[src/rtl/xspi_arb_pkg.sv]
// Shared types and defaults for the xSPI PHY arbiter: FSM encoding,
// requester indices and default gap/timeout settings.
package xspi_arb_pkg;

    typedef enum logic [1:0] {
        ST_IDLE  = 2'd0,
        ST_GRANT = 2'd1,
        ST_GAP   = 2'd2
    } arb_state_e;

    localparam int REQ_CSR = 0;
    localparam int REQ_AHB = 1;

    localparam int DEFAULT_CS_GAP         = 4;
    localparam int DEFAULT_TIMEOUT_CYCLES = 65535;

    function automatic logic [1:0] onehot2(input logic idx);
        return idx ? 2'b10 : 2'b01;
    endfunction

endpackage

[src/rtl/xspi_arb_rr_pick.sv]
// Two-way round-robin winner select: on a tie the requester that was not
// granted last wins; a lone requester always wins.
module xspi_arb_rr_pick
    import xspi_arb_pkg::*;
(
    input  logic [1:0] req,
    input  logic       last_ptr,
    output logic       valid,
    output logic       winner
);

    always_comb begin
        valid  = |req;
        winner = 1'b0;
        if (req[REQ_CSR] && req[REQ_AHB]) begin
            winner = ~last_ptr;
        end else if (req[REQ_AHB]) begin
            winner = 1'b1;
        end
    end

endmodule

[src/rtl/xspi_phy_arbiter.sv]
// Grants the shared xSPI PHY to the CSR or AHB engine one transfer at a time,
// with a minimum CS# deselect gap. Optional grant hold timeout: XSPI_ARB_TIMEOUT_EN.
module xspi_phy_arbiter
    import xspi_arb_pkg::*;
#(
    parameter int CS_GAP         = DEFAULT_CS_GAP,
    parameter int TIMEOUT_CYCLES = DEFAULT_TIMEOUT_CYCLES
) (
    input  logic        mem_clk,
    input  logic        mem_rst,
    input  logic [1:0]  req,
    input  logic [1:0]  done,
    output logic [1:0]  gnt,
    input  logic [1:0]  cs_n_ip_r,
    input  logic [1:0]  sclk_en_r,
    input  logic [31:0] dq_out_r,
    input  logic [31:0] dq_oe_r,
    output logic        cs_n_ip,
    output logic        sclk_en,
    output logic [15:0] dq_out_16,
    output logic [15:0] dq_oe,
    output logic        busy,
    output logic        timeout_intr
);

    localparam logic [7:0] GAP_LOAD = 8'(CS_GAP - 1);

    arb_state_e state_q, state_d;
    logic [1:0] gnt_q, gnt_d;
    logic       owner_q, owner_d;
    logic       ptr_q, ptr_d;
    logic [7:0] gap_cnt_q, gap_cnt_d;

    logic pick_valid;
    logic pick_winner;
    logic owner_done;
    logic timeout_hit;
    logic release_now;

    xspi_arb_rr_pick u_pick (
        .req      (req),
        .last_ptr (ptr_q),
        .valid    (pick_valid),
        .winner   (pick_winner)
    );

    assign owner_done  = done[owner_q];
    assign release_now = owner_done || timeout_hit;

    always_ff @(posedge mem_clk) begin
        if (mem_rst) begin
            state_q   <= ST_IDLE;
            gnt_q     <= 2'b00;
            owner_q   <= 1'b0;
            ptr_q     <= 1'b1;
            gap_cnt_q <= 8'd0;
        end else begin
            state_q   <= state_d;
            gnt_q     <= gnt_d;
            owner_q   <= owner_d;
            ptr_q     <= ptr_d;
            gap_cnt_q <= gap_cnt_d;
        end
    end

    always_comb begin
        state_d   = state_q;
        gnt_d     = gnt_q;
        owner_d   = owner_q;
        ptr_d     = ptr_q;
        gap_cnt_d = gap_cnt_q;
        case (state_q)
            ST_IDLE: begin
                if (pick_valid) begin
                    state_d = ST_GRANT;
                    gnt_d   = onehot2(pick_winner);
                    owner_d = pick_winner;
                end
            end
            ST_GRANT: begin
                if (release_now) begin
                    state_d   = ST_GAP;
                    gnt_d     = 2'b00;
                    ptr_d     = owner_q;
                    gap_cnt_d = GAP_LOAD;
                end
            end
            ST_GAP: begin
                if (gap_cnt_q == 8'd0) begin
                    state_d = ST_IDLE;
                end else begin
                    gap_cnt_d = gap_cnt_q - 8'd1;
                end
            end
            default: begin
                state_d = ST_IDLE;
                gnt_d   = 2'b00;
            end
        endcase
    end

`ifdef XSPI_ARB_TIMEOUT_EN
    localparam logic [15:0] HOLD_LAST = 16'(TIMEOUT_CYCLES - 1);

    logic [15:0] hold_cnt_q, hold_cnt_d;
    logic        timeout_intr_q, timeout_intr_d;

    always_ff @(posedge mem_clk) begin
        if (mem_rst) begin
            hold_cnt_q     <= 16'd0;
            timeout_intr_q <= 1'b0;
        end else begin
            hold_cnt_q     <= hold_cnt_d;
            timeout_intr_q <= timeout_intr_d;
        end
    end

    // A done arriving on the last allowed cycle wins over the timeout.
    always_comb begin
        hold_cnt_d     = hold_cnt_q;
        timeout_hit    = 1'b0;
        timeout_intr_d = 1'b0;
        if (state_q == ST_IDLE) begin
            hold_cnt_d = 16'd0;
        end else if (state_q == ST_GRANT) begin
            hold_cnt_d = hold_cnt_q + 16'd1;
            if (!owner_done && (hold_cnt_q == HOLD_LAST)) begin
                timeout_hit    = 1'b1;
                timeout_intr_d = 1'b1;
            end
        end
    end

    assign timeout_intr = timeout_intr_q;
`else
    logic unused_timeout_cfg;

    assign unused_timeout_cfg = |16'(TIMEOUT_CYCLES);
    assign timeout_hit        = 1'b0;
    assign timeout_intr       = 1'b0;
`endif

    // With no owner the PHY sees an idle, deselected bus.
    always_comb begin
        gnt  = gnt_q;
        busy = (state_q != ST_IDLE);
        if (gnt_q == 2'b00) begin
            cs_n_ip   = 1'b1;
            sclk_en   = 1'b0;
            dq_out_16 = 16'h0000;
            dq_oe     = 16'h0000;
        end else begin
            cs_n_ip   = cs_n_ip_r[owner_q];
            sclk_en   = sclk_en_r[owner_q];
            dq_out_16 = owner_q ? dq_out_r[31:16] : dq_out_r[15:0];
            dq_oe     = owner_q ? dq_oe_r[31:16]  : dq_oe_r[15:0];
        end
    end

endmodule

[config.mk]
export PLATFORM = sky130hd
export DESIGN_NAME = xspi_phy_arbiter
export DESIGN_NICKNAME = d
export VERILOG_FILES = /design/src/rtl/xspi_arb_pkg.sv /design/src/rtl/xspi_arb_rr_pick.sv /design/src/rtl/xspi_phy_arbiter.sv
export SDC_FILE = /design/constraint.sdc
export NUM_CORES = 1
export LEC_CHECK = 0
export BUFFER_PORTS_ARGS = -buffer_cell sky130_fd_sc_hd__clkbuf_2
export CAP_MARGIN = 5
export CORE_AREA = 2 2 67 69
export CTS_BUF_LIST = sky130_fd_sc_hd__clkbuf_16
export DETAILED_ROUTE_END_ITERATION = 10
export DIE_AREA = 0 0 69 71
export PLACE_DENSITY = 0.76
export SLEW_MARGIN = 20
export SYNTH_ARGS = -nofsm -noshare
export SYNTH_HDL_FRONTEND = slang
export SYNTH_SLANG_ARGS = --single-unit
[constraint.sdc]
create_clock -name mem_clk -period 1.6 [get_ports mem_clk]
set_input_delay 0.48 -clock mem_clk [delete_from_list [all_inputs] [get_ports mem_clk]]
set_output_delay 0.48 -clock mem_clk [all_outputs]
set_load 0.005 [all_outputs]
==> results.txt, run 1 <==
----------------------------------------------------
[Run status]
  Result of the run ... finished, violations left
  Violations in the final reports ... negative setup slack

[Setup path]
  Register-to-register setup slack ... 0.06 ns
  Req. time, crit path ... 1.12 ns
  Critical path launch point type ... flip-flop
  Worst Path Arrival ... 1.20 ns
  Worst reg2reg path endpoint ... gap_cnt_q[5]
  Worst Setup End Kind ... output port
  Cells along the critical path ... buf_12 > mux2i_1 > nor2_1 > clkbuf_2
  Largest fanout on the critical path ... 15
  Number of cells traversed by the worst register-to-register path ... 5
  Number of buffers and inverters on the critical path ... 2
  Kind of cell with the highest combined delay on the critical path ... flip-flops
  R2r startpoint ... owner_q
  Class of the most critical setup path ... reg -> out
  Highest cell delay on the worst timing path ... 0.38 ns
  Highest-delay cell along the critical path ... dfxtp_4

[Route]
  Length of routed met3 wiring ... about 260 um
  Routed Wire Length ... ~3.8 mm
  M1 wire length ... between 1.5 and 2 mm
  Uppermost signal routing layer after detailed routing ... met4
  DR WL/cell ... 11.9 um
  Via count normalized by instance count ... 4.73
  Routed met2 length ... just under 2 mm
  1st-iter DRT viols ... 48
  Routed vias ... 1527
  Remaining number of nets flagged by the antenna check after routing ... 0
  Pre-Repair DR Iteration Count ... 4
  Remaining DRCs ... 0

[Global route]
  First-pass GRT wire length ... approximately 6 mm
  Pin count of the biggest net entering global routing ... 34
  Total global routing overflow ... 0
  Initial antenna violation count ... 0
  GRT Util Overall ... 0.148
  Via count of the first global-routing pass ... between 1000 and 1500

[Logic synthesis]
  Synth Net Count ... between 200 and 250
  Post-synth cell types ... 32
  EDFF count, synth ... 0
  Portion of the post-synthesis area used by sequential elements ... 0.232
  Mean instance size in the synthesized netlist ... around 7.5 um2
  Share of async-settable or async-resettable flops after synthesis ... 0
  Number of synthesized register bits ... 14
  Gate Count Post-Synth ... 160
  Top cells by area in the synthesized netlist ... mux2i_1 (30%), dfxtp_1 (23%), nor2_1 (15%), a21oi_1 (3.7%), xnor2_1 (2.2%)
  Most frequent cells after synthesis ... nor2_1 (47), mux2i_1 (36), dfxtp_1 (14)
  Synthesized cell area ... approximately 1200 um2
  Number of warning messages in the yosys log ... 0
  Ys flop type ... dfxtp_1
  Most frequent cell after synthesis ... nor2_1
  Post-synthesis cell type with the largest combined area ... mux2i_1
  Area share of the leading cell type in the synthesized netlist ... 0.299

[Timing]
  Number of hold violations in the final report ... 0
  Setup violation total in the final timing report ... 34
  Max Clock Skew ... roughly 0.00091 ns
  Setup repair after global routing missed its margin ... yes
  Sum of negative setup slack ... -1.26 ns
  Final Slew Violations ... 0
  Minimum clock period after layout ... roughly 1.7 ns
  Least setup slack across all paths after layout ... -0.0802 ns
  Portion of the clock cycle consumed by the worst path in the final layout ... 1.05
  Achievable clock frequency ... slightly below 600 MHz

[Clock tree]
  Clock Path Buffers ... 2
  Number of H-tree branching levels ... 1
  Total setup buffers inserted after CTS ... 0
  Clock-pin slew reported for the worst setup and hold paths after clock tree synthesis ... 0.05 ns
  TritonCTS clock tree ... yes
  Total number of clock tree sinks ... 14
  Num CTS Buffers ... 3
  Cts-stage hold buffer count ... 0
  Clock insertion delay at the later pin of the skew report ... ~0.25 ns
  Root cell of the clock tree ... clkbuf_16

[Die]
  Starting Density ... 0.287
  Die X ... just under 70 um
  Die boundary height ... roughly 71 um
  Die area ... approximately 4900 um2
  Standard cell core area ... around 4200 um2
  Row count ... 24
  Top Ports ... between 100 and 150

[Run]
  Maximum Capacitance Violations ... 0

[Final layout]
  Multi-input gate area ... 878 um2
  Ant. Diodes ... 0
  Sequential cell area in the final layout ... between 200 and 300 um2
  Area growth, synth to finish ... 64.5%
  Number of inserted filler cells in the final layout ... around 420
  Fraction of final layout cells sized beyond drive strength 1 ... 0.494
  Non-Filler Instances ... 323
  Net count, final ... around 350

[Place]
  Cell count after placement ... between 300 and 400
  Count of buffers from port buffering ... 110
  Worst slack after detailed placement ... -0.0621 ns
  HPWL after DPL ... approximately 3.0 mm
  Weighted congestion reported at the end of routability-driven placement ... 0.865

[Power and ir drop]
  Worst ir drop on vdd ... 0.497 mV
  Total power after layout ... about 0.0015 W
  Power per cell area ... roughly 740 nW/um2
  Pleak ... about 0.99 nW

[Hold path]
  Depth of the worst hold-timing path ... 2
  Terminating pin of the worst hold path ... gnt[0]
  Worst Hold Class ... reg -> reg
  Worst min-delay path startpoint ... gnt[0]

----------------------------------------------------
==> power breakdown <==
| group | total [W] | internal (W) | switching, W |
|---|---|---|---|
| combinational | 0.000591 | 0.000312 | 0.000279 |
| sequential | 0.000403 | 0.000377 | 0.0000264 |
| clock | 0.000479 | 0.000331 | 0.000148 |
| total | 0.00147 | 0.00102 | 0.000454 |
==> flip-flops by register name, indices dropped and copies added (netlist names) <==
signal     count
gap_cnt_q      8
gnt            2
owner_q        1
ptr_q          1
state_q        2
==> metrics by stage <==
step	util	hold WS, ns	cell area (um2)
3_3_place_gp	0.439	0.489	1850
6_report	0.472	0.489	1980
5_1_grt	0.472	0.504	1980
2_1_floorplan	-	0.464	1210
4_1_cts	0.467	0.531	1960
3_5_place_dp	0.439	0.508	1850
==> worst max-delay path by stage <==
| stage | slack [ns] | endpoint | start | cells after the start |
|---|---|---|---|---|
| CTS | -0.08 | dq_oe[10] | owner_q | 4 |
| global placement | 0.01 | gap_cnt_q[1] | gap_cnt_q[1] | 6 |
| global route | -0.14 | dq_oe[7] | owner_q | 4 |
| detailed placement | -0.06 | gap_cnt_q[1] | gap_cnt_q[1] | 6 |
| floorplan | 0.07 | gap_cnt_q[5] | state_q[0] | 4 |
| finish | -0.08 | dq_oe[10] | owner_q | 4 |
==> worst reg2reg max path, cell delays in order, from the launching register on <==
cell and delay (ns):
dfxtp_4 0.38, buf_4 0.20, mux2i_1 0.30, nor2b_1 0.12, or2_2 0.35, a21oi_1 0.13
==> cell families after synthesis <==
group | synth area share
muxes | 0.299
and+or+nand+nor | 0.246
other | 0.00311
AOI/OAI and AO/OA | 0.114
buffers and inverters | 0.0633
DFF | 0.232
adders and majority gates | 0.0207
xor gates and xnor gates | 0.0218
==> layout make-up <==
cell class              instances  area share
flip-flops and latches         14       0.145
multi-input cells             130       0.443
repair buffers                118       0.330
inverters                       5     0.00946
well taps                      52      0.0328
clock inverters                 1     0.00189
clock buffers                   3      0.0378
==> routing by layer <==
metal / track usage / vias up
met5: 0 / -
met4: 0.0501 / 0
met3: 0.0299 / 6
met2: 0.272 / 60
met1: 0.171 / 690
li1: - / 771
==> cell usage in the layout (no fill, tap or decap), types with 2 or more instances in the layout <==
| master | instances |
|---|---|
| a21o_1 | 2 |
| nand2_1 | 5 |
| a21oi_1 | 9 |
| clkbuf_2 | 110 |
| dfxtp_2 | 3 |
| a32oi_1 | 2 |
| nor2b_1 | 2 |
| nor2_2 | 3 |
| or4_1 | 2 |
| ha_1 | 2 |
| clkbuf_16 | 3 |
| inv_1 | 5 |
| nor2_1 | 44 |
| mux2i_1 | 36 |
| xnor2_1 | 3 |
| nor3_1 | 2 |
| buf_12 | 2 |
| dfxtp_1 | 10 |
| buf_4 | 5 |
==> timing repair <==
item	in CTS	in global routing
resized for setup	5	7
gates cloned	1	0
endpoints found under the setup margin	37	42
pin swaps	0	1
(Power assumes the default switching activity.)
==> inputs of run 2 (changes only) <==
Settings changed: CORE_AREA 2 2 67 69 to 2 2 64 66, DIE_AREA 0 0 69 71 to 0 0 66 68, PLACE_DENSITY 0.76 to 0.82, SKIP_LAST_GASP set to 1.
==> results.txt, run 2 (same netlist as run 1, synthesis figures left out) <==
----------------------------------------------------
[Die]
  Die X ... 66 um (was 69 um)
  Starting Density ... 0.313 (was 0.287)
  Die boundary height ... 68 um (was 71 um)
  Top Ports ... 112 (unchanged)
  Standard cell core area ... 3860 um2 (was 4200 um2)
  Die area ... 4490 um2 (was 4900 um2)
  Row count ... 23 (was 24)

[Power and ir drop]
  Worst ir drop on vdd ... 0.390 mV (was 0.497 mV)
  Power per cell area ... 729 nW/um2 (was 743 nW/um2)
  Pleak ... 1.01 nW (was 0.994 nW)

[Run status]
  Violations in the final reports ... negative setup slack (unchanged)
  Result of the run ... finished, violations left (unchanged)

[Setup path]
  Number of buffers and inverters on the critical path ... 2 (unchanged)
  Worst Setup End Kind ... output port (unchanged)
  Class of the most critical setup path ... reg -> out (unchanged)
  Worst Path Arrival ... 1.20 ns (about the same)
  Cells along the critical path ... buf_8 > mux2i_2 > nor2_1 > clkbuf_2 (was buf_12 > mux2i_1 > nor2_1 > clkbuf_2)
  Largest fanout on the critical path ... 8 (was 15)
  Req. time, crit path ... 1.12 ns (about the same)
  Critical path launch point type ... flip-flop (unchanged)
  Kind of cell with the highest combined delay on the critical path ... flip-flops (unchanged)
  Highest-delay cell along the critical path ... dfxtp_4 (unchanged)
  Highest cell delay on the worst timing path ... 0.42 ns (was 0.38 ns)

[Global route]
  Total global routing overflow ... 0 (unchanged)
  First-pass GRT wire length ... 4.86 mm (was 6.06 mm)
  Pin count of the biggest net entering global routing ... 34 (unchanged)
  Initial antenna violation count ... 0 (unchanged)
  GRT Util Overall ... 0.138 (was 0.148)
  Via count of the first global-routing pass ... 1222 (was 1403)

[Route]
  DR WL/cell ... 12.0 um (was 11.9 um)
  Remaining number of nets flagged by the antenna check after routing ... 0 (unchanged)
  Via count normalized by instance count ... 4.77 (was 4.73)
  Routed vias ... 1542 (was 1527)
  Remaining DRCs ... 0 (unchanged)
  Pre-Repair DR Iteration Count ... 4 (unchanged)
  1st-iter DRT viols ... 24 (was 48)
  Routed Wire Length ... 3.89 mm (was 3.83 mm)

[Final layout]
  Net count, final ... 351 (was 348)
  Commonest non-fill, non-tap cells in the layout ... clkbuf_2 (110), nor2_1 (44), mux2i_1 (33) (was clkbuf_2 (110), nor2_1 (44), mux2i_1 (36))
  Core Util, Final ... 0.529 (was 0.472)
  Ant. Diodes ... 0 (unchanged)
  Number of inserted filler cells in the final layout ... 373 (was 423)
  Fraction of final layout cells sized beyond drive strength 1 ... 0.513 (was 0.494)
  Non-Filler Instances ... 323 (unchanged)
  Area growth, synth to finish ... 69.1% (was 64.5%)
  Largest Register ... gap_cnt_q (unchanged)
  Flip-flop count of the largest register after layout ... 8 (unchanged)
  Most common cell after layout, fill and taps aside ... clkbuf_2 (unchanged)

[Clock tree]
  Number of H-tree branching levels ... 1 (unchanged)
  Clock-pin slew reported for the worst setup and hold paths after clock tree synthesis ... 0.04 ns (was 0.05 ns)
  Total setup buffers inserted after CTS ... 0 (unchanged)
  Total number of clock tree sinks ... 14 (unchanged)
  Clock Path Buffers ... 2 (unchanged)
  TritonCTS clock tree ... yes (unchanged)
  Root cell of the clock tree ... clkbuf_16 (unchanged)
  Clock insertion delay at the later pin of the skew report ... 0.24 ns (was 0.25 ns)
  Num CTS Buffers ... 3 (unchanged)

[Timing]
  Final Slew Violations ... 0 (unchanged)
  Setup violation total in the final timing report ... 34 (unchanged)
  Setup repair after global routing missed its margin ... yes (unchanged)
  Minimum clock period after layout ... 1.68 ns (about the same)
  Sum of negative setup slack ... -1.56 ns (was -1.26 ns)
  Portion of the clock cycle consumed by the worst path in the final layout ... 1.05 (about the same)
  Number of hold violations in the final report ... 0 (unchanged)
  Max Clock Skew ... 0.00104 ns (was 0.000910 ns)
  Achievable clock frequency ... 597 MHz (was 595 MHz)
  Least setup slack across all paths after layout ... -0.0756 ns (was -0.0802 ns)
  Final Hold Slack ... 0.492 ns (was 0.489 ns)

[Place]
  Count of buffers from port buffering ... 110 (unchanged)
  HPWL after DPL ... 3.11 mm (was 3.04 mm)
  Cell count after placement ... 318 (unchanged)
  Worst slack after detailed placement ... -0.0780 ns (was -0.0621 ns)
  Weighted congestion reported at the end of routability-driven placement ... 0.791 (was 0.865)

[Hold path]
  Worst Hold Class ... reg -> reg (unchanged)

[Run]
  Maximum Capacitance Violations ... 0 (unchanged)

----------------------------------------------------
## run 2: changes by cell type in the layout (fill, tap and decap cells not counted), sizes merged
| cell | delta |
|---|---|
| clkbuf | +1 |
| clkinv | -1 |
| buf | +2 |
## run 2: routing by layer
metal  vias up  global-route usage  routed length [um]
met3        11              0.0230                 262
met4         0              0.0714                  98
li1        776                   -                   -
met2        72               0.250                2030
met5         -                   0                   0
met1       683               0.157                1500
## run 2: worst reg2reg max path, cell delays in order (launching register included)
cell	delay [ns]
dfxtp_1	0.31
or4b_4	0.56
or4_1	0.42
a21oi_1	0.16
## run 2: power breakdown
part | switching (W) | total (W) | internal (W)
Sequential | 0.0000268 | 0.000403 | 0.000377
Combinational | 0.000293 | 0.000629 | 0.000337
Clock | 0.000127 | 0.000453 | 0.000325
Total | 0.000447 | 0.00149 | 0.00104
## run 2: area by class of cell
class,count,area (um2),share of cell area
Timing Repair Buffer,121,707,0.347
Inverter,5,18.8,0.00920
Sequential cell,14,287,0.140
Multi-Input combinational cell,130,890,0.436
Clock buffer,3,75.1,0.0368
Tap cell,50,62.6,0.0307
## run 2: metrics by stage
step                      area (um2)  total power (W)
after CTS                       1970          0.00146
after global routing            2040          0.00158
final                           2040          0.00149
after global placement          1860         0.000963
after detailed placement        1860         0.000983
after floorplan                 1210         0.000712
## run 2: final timing paths
path | end | from | slack (ns) | cells after the start
hold reg to reg | gap_cnt_q[1] | gap_cnt_q[1] | 0.49 | 2
setup / recovery | dq_out_16[8] | owner_q | -0.08 | 4
hold / removal | gap_cnt_q[1] | gap_cnt_q[1] | 0.49 | 2
setup reg to reg | gap_cnt_q[5] | state_q[0] | 0.07 | 3
## run 2: what timing repair did
| action | in CTS | in global routing |
|---|---|---|
| resized for setup | 4 | 14 |
| pin swaps | 0 | 4 |
| endpoints found under the setup margin | 37 | 38 |
| hold endpoints to repair | 0 | 0 |
| hold buffers | 0 | 0 |
| cloned | 1 | 1 |
==> inputs of run 3 (changes only) <==
Settings changed: BUFFER_PORTS_ARGS -buffer_cell sky130_fd_sc_hd__clkbuf_2 to not set, CORE_AREA 2 2 64 66 to 2 2 60 62, DIE_AREA 0 0 66 68 to 0 0 62 64, DONT_BUFFER_PORTS set to 1, PLACE_DENSITY 0.82 to 0.6.
==> results.txt, run 3 (same netlist as run 1, synthesis figures left out) <==
----------------------------------------------------
[Clock tree]
  Clock insertion delay at the later pin of the skew report ... 0.25 ns (was 0.24 ns)
  Root cell of the clock tree ... clkbuf_16 (unchanged)
  Clock Path Buffers ... 2 (unchanged)
  TritonCTS clock tree ... yes (unchanged)
  Cts-stage hold buffer count ... 0 (unchanged)
  Num CTS Buffers ... 3 (unchanged)
  Number of H-tree branching levels ... 1 (unchanged)
  Total number of clock tree sinks ... 14 (unchanged)
  Clock-pin slew reported for the worst setup and hold paths after clock tree synthesis ... 0.05 ns (was 0.04 ns)

[Route]
  Routed vias ... 1173 (was 1542)
  Remaining number of nets flagged by the antenna check after routing ... 0 (unchanged)
  DR WL/cell ... 17.8 um (was 12.0 um)
  Routed Wire Length ... 3.76 mm (was 3.89 mm)
  Remaining DRCs ... 0 (unchanged)
  Pre-Repair DR Iteration Count ... 4 (unchanged)
  Via count normalized by instance count ... 5.56 (was 4.77)
  1st-iter DRT viols ... 36 (was 24)

[Setup path]
  Critical path launch point type ... flip-flop (unchanged)
  Req. time, crit path ... 1.12 ns (about the same)
  Worst Path Arrival ... 1.12 ns (was 1.20 ns)
  Worst Setup End Kind ... output port (unchanged)
  Class of the most critical setup path ... reg -> out (unchanged)
  Largest fanout on the critical path ... 7 (was 8)
  Number of cells traversed by the worst register-to-register path ... 3 (unchanged)

[Run status]
  Result of the run ... finished clean (was finished, violations left)

[Die]
  Top Ports ... 112 (unchanged)
  Starting Density ... 0.367 (was 0.313)
  Die area ... 3970 um2 (was 4490 um2)
  Row count ... 21 (was 23)
  Die boundary height ... 64 um (was 68 um)
  Die X ... 62 um (was 66 um)
  Standard cell core area ... 3280 um2 (was 3860 um2)

[Hold path]
  Depth of the worst hold-timing path ... 1 (was 2)
  Worst Hold Class ... in -> reg (was reg -> reg)

[Power and ir drop]
  Worst ir drop on vdd ... 0.588 mV (was 0.390 mV)
  Power per cell area ... 896 nW/um2 (was 729 nW/um2)
  Pleak ... 0.550 nW (was 1.01 nW)

[Global route]
  Via count of the first global-routing pass ... 1138 (was 1222)
  Pin count of the biggest net entering global routing ... 24 (was 34)
  Initial antenna violation count ... 0 (unchanged)
  First-pass GRT wire length ... 5.15 mm (was 4.86 mm)
  GRT Util Overall ... 0.175 (was 0.138)
  Total global routing overflow ... 0 (unchanged)

[Place]
  Count of buffers from port buffering ... 0 (was 110)
  HPWL after DPL ... 2.91 mm (was 3.11 mm)
  Weighted congestion reported at the end of routability-driven placement ... 0.793 (was 0.791)

[Timing]
  Setup violation total in the final timing report ... 0 (was 34)
  Sum of negative setup slack ... 0 ns (was -1.56 ns)
  Minimum clock period after layout ... 1.60 ns (was 1.68 ns)
  Final Slew Violations ... 0 (unchanged)
  Number of hold violations in the final report ... 0 (unchanged)
  Final Hold Slack ... 0.295 ns (was 0.492 ns)
  Setup repair after global routing missed its margin ... yes (unchanged)
  Achievable clock frequency ... 626 MHz (was 597 MHz)
  Max Clock Skew ... 0.00167 ns (was 0.00104 ns)
  Portion of the clock cycle consumed by the worst path in the final layout ... 0.999 (was 1.05)

[Final layout]
  Most common cell after layout, fill and taps aside ... nor2_1 (was clkbuf_2)
  Largest Register ... gap_cnt_q (unchanged)
  Commonest non-fill, non-tap cells in the layout ... nor2_1 (45), mux2i_1 (34), dfxtp_1 (12) (was clkbuf_2 (110), nor2_1 (44), mux2i_1 (33))
  Number of inserted filler cells in the final layout ... 324 (was 373)
  Multi-input gate area ... 890 um2 (unchanged)
  Ant. Diodes ... 0 (unchanged)
  Sequential cell area in the final layout ... 285 um2 (was 287 um2)
  Fraction of final layout cells sized beyond drive strength 1 ... 0.164 (was 0.513)
  Net count, final ... 242 (was 351)
  Flip-flop count of the largest register after layout ... 8 (unchanged)
  Area growth, synth to finish ... 22.2% (was 69.1%)

[Run]
  Maximum Capacitance Violations ... 0 (unchanged)

----------------------------------------------------
-- run 3: power by group --
group | total, W | switching (W) | internal (W)
registers | 0.000402 | 0.0000266 | 0.000376
logic | 0.000440 | 0.000232 | 0.000208
clock network | 0.000478 | 0.000148 | 0.000331
-- run 3: worst paths after layout --
kind | from | endpoint | slack [ns]
max | owner_q | dq_out_16[4] | 0.002
min | mem_rst | owner_q | 0.29
max reg2reg | state_q[0] | gap_cnt_q[5] | 0.05
min reg2reg | gap_cnt_q[0] | gap_cnt_q[0] | 0.53
-- run 3: cell type report --
class                           instances  area share
Clock buffer                            3      0.0509
Tap cell                               46      0.0390
Inverter                                5      0.0127
Sequential cell                        14       0.194
Multi-Input combinational cell        130       0.604
Clock inverter                          1     0.00255
Timing Repair Buffer                   12      0.0976
-- run 3: critical path, stage by stage, from the launching register on --
cell       delay [ns]
dfxtp_4          0.42
clkbuf_16        0.18
mux2i_1          0.20
nor2_1           0.08
-- run 3: repair_timing --
item	in CTS	in global routing
buffers inserted	1	0
resized for setup	5	8
setup endpoints to repair	34	30
hold endpoints to repair	0	0
pin swaps	0	1
gates cloned	1	1
-- run 3: stage by stage --
step	instance area [um2]	cells	util	total power [W]	worst slack (ns)
after CTS	1420	210	0.431	0.00131	-0.0412
final	1470	211	0.449	0.00132	0.00229
after detailed placement	1290	204	0.393	0.000795	-0.152
after global placement	1290	204	0.393	0.000780	0.0174
after global routing	1470	211	0.449	0.00139	-0.0639
after floorplan	1210	160	-	0.000712	0.0651
-- run 3: metal layers --
| layer | vias up | share of wire | track usage |
|---|---|---|---|
| met5 | - | 0 | 0 |
| met2 | 65 | 0.55 | 0.331 |
| li1 | 560 | - | - |
| met1 | 543 | 0.35 | 0.185 |
| met4 | 0 | 0.015 | 0.0638 |
| met3 | 5 | 0.085 | 0.0223 |
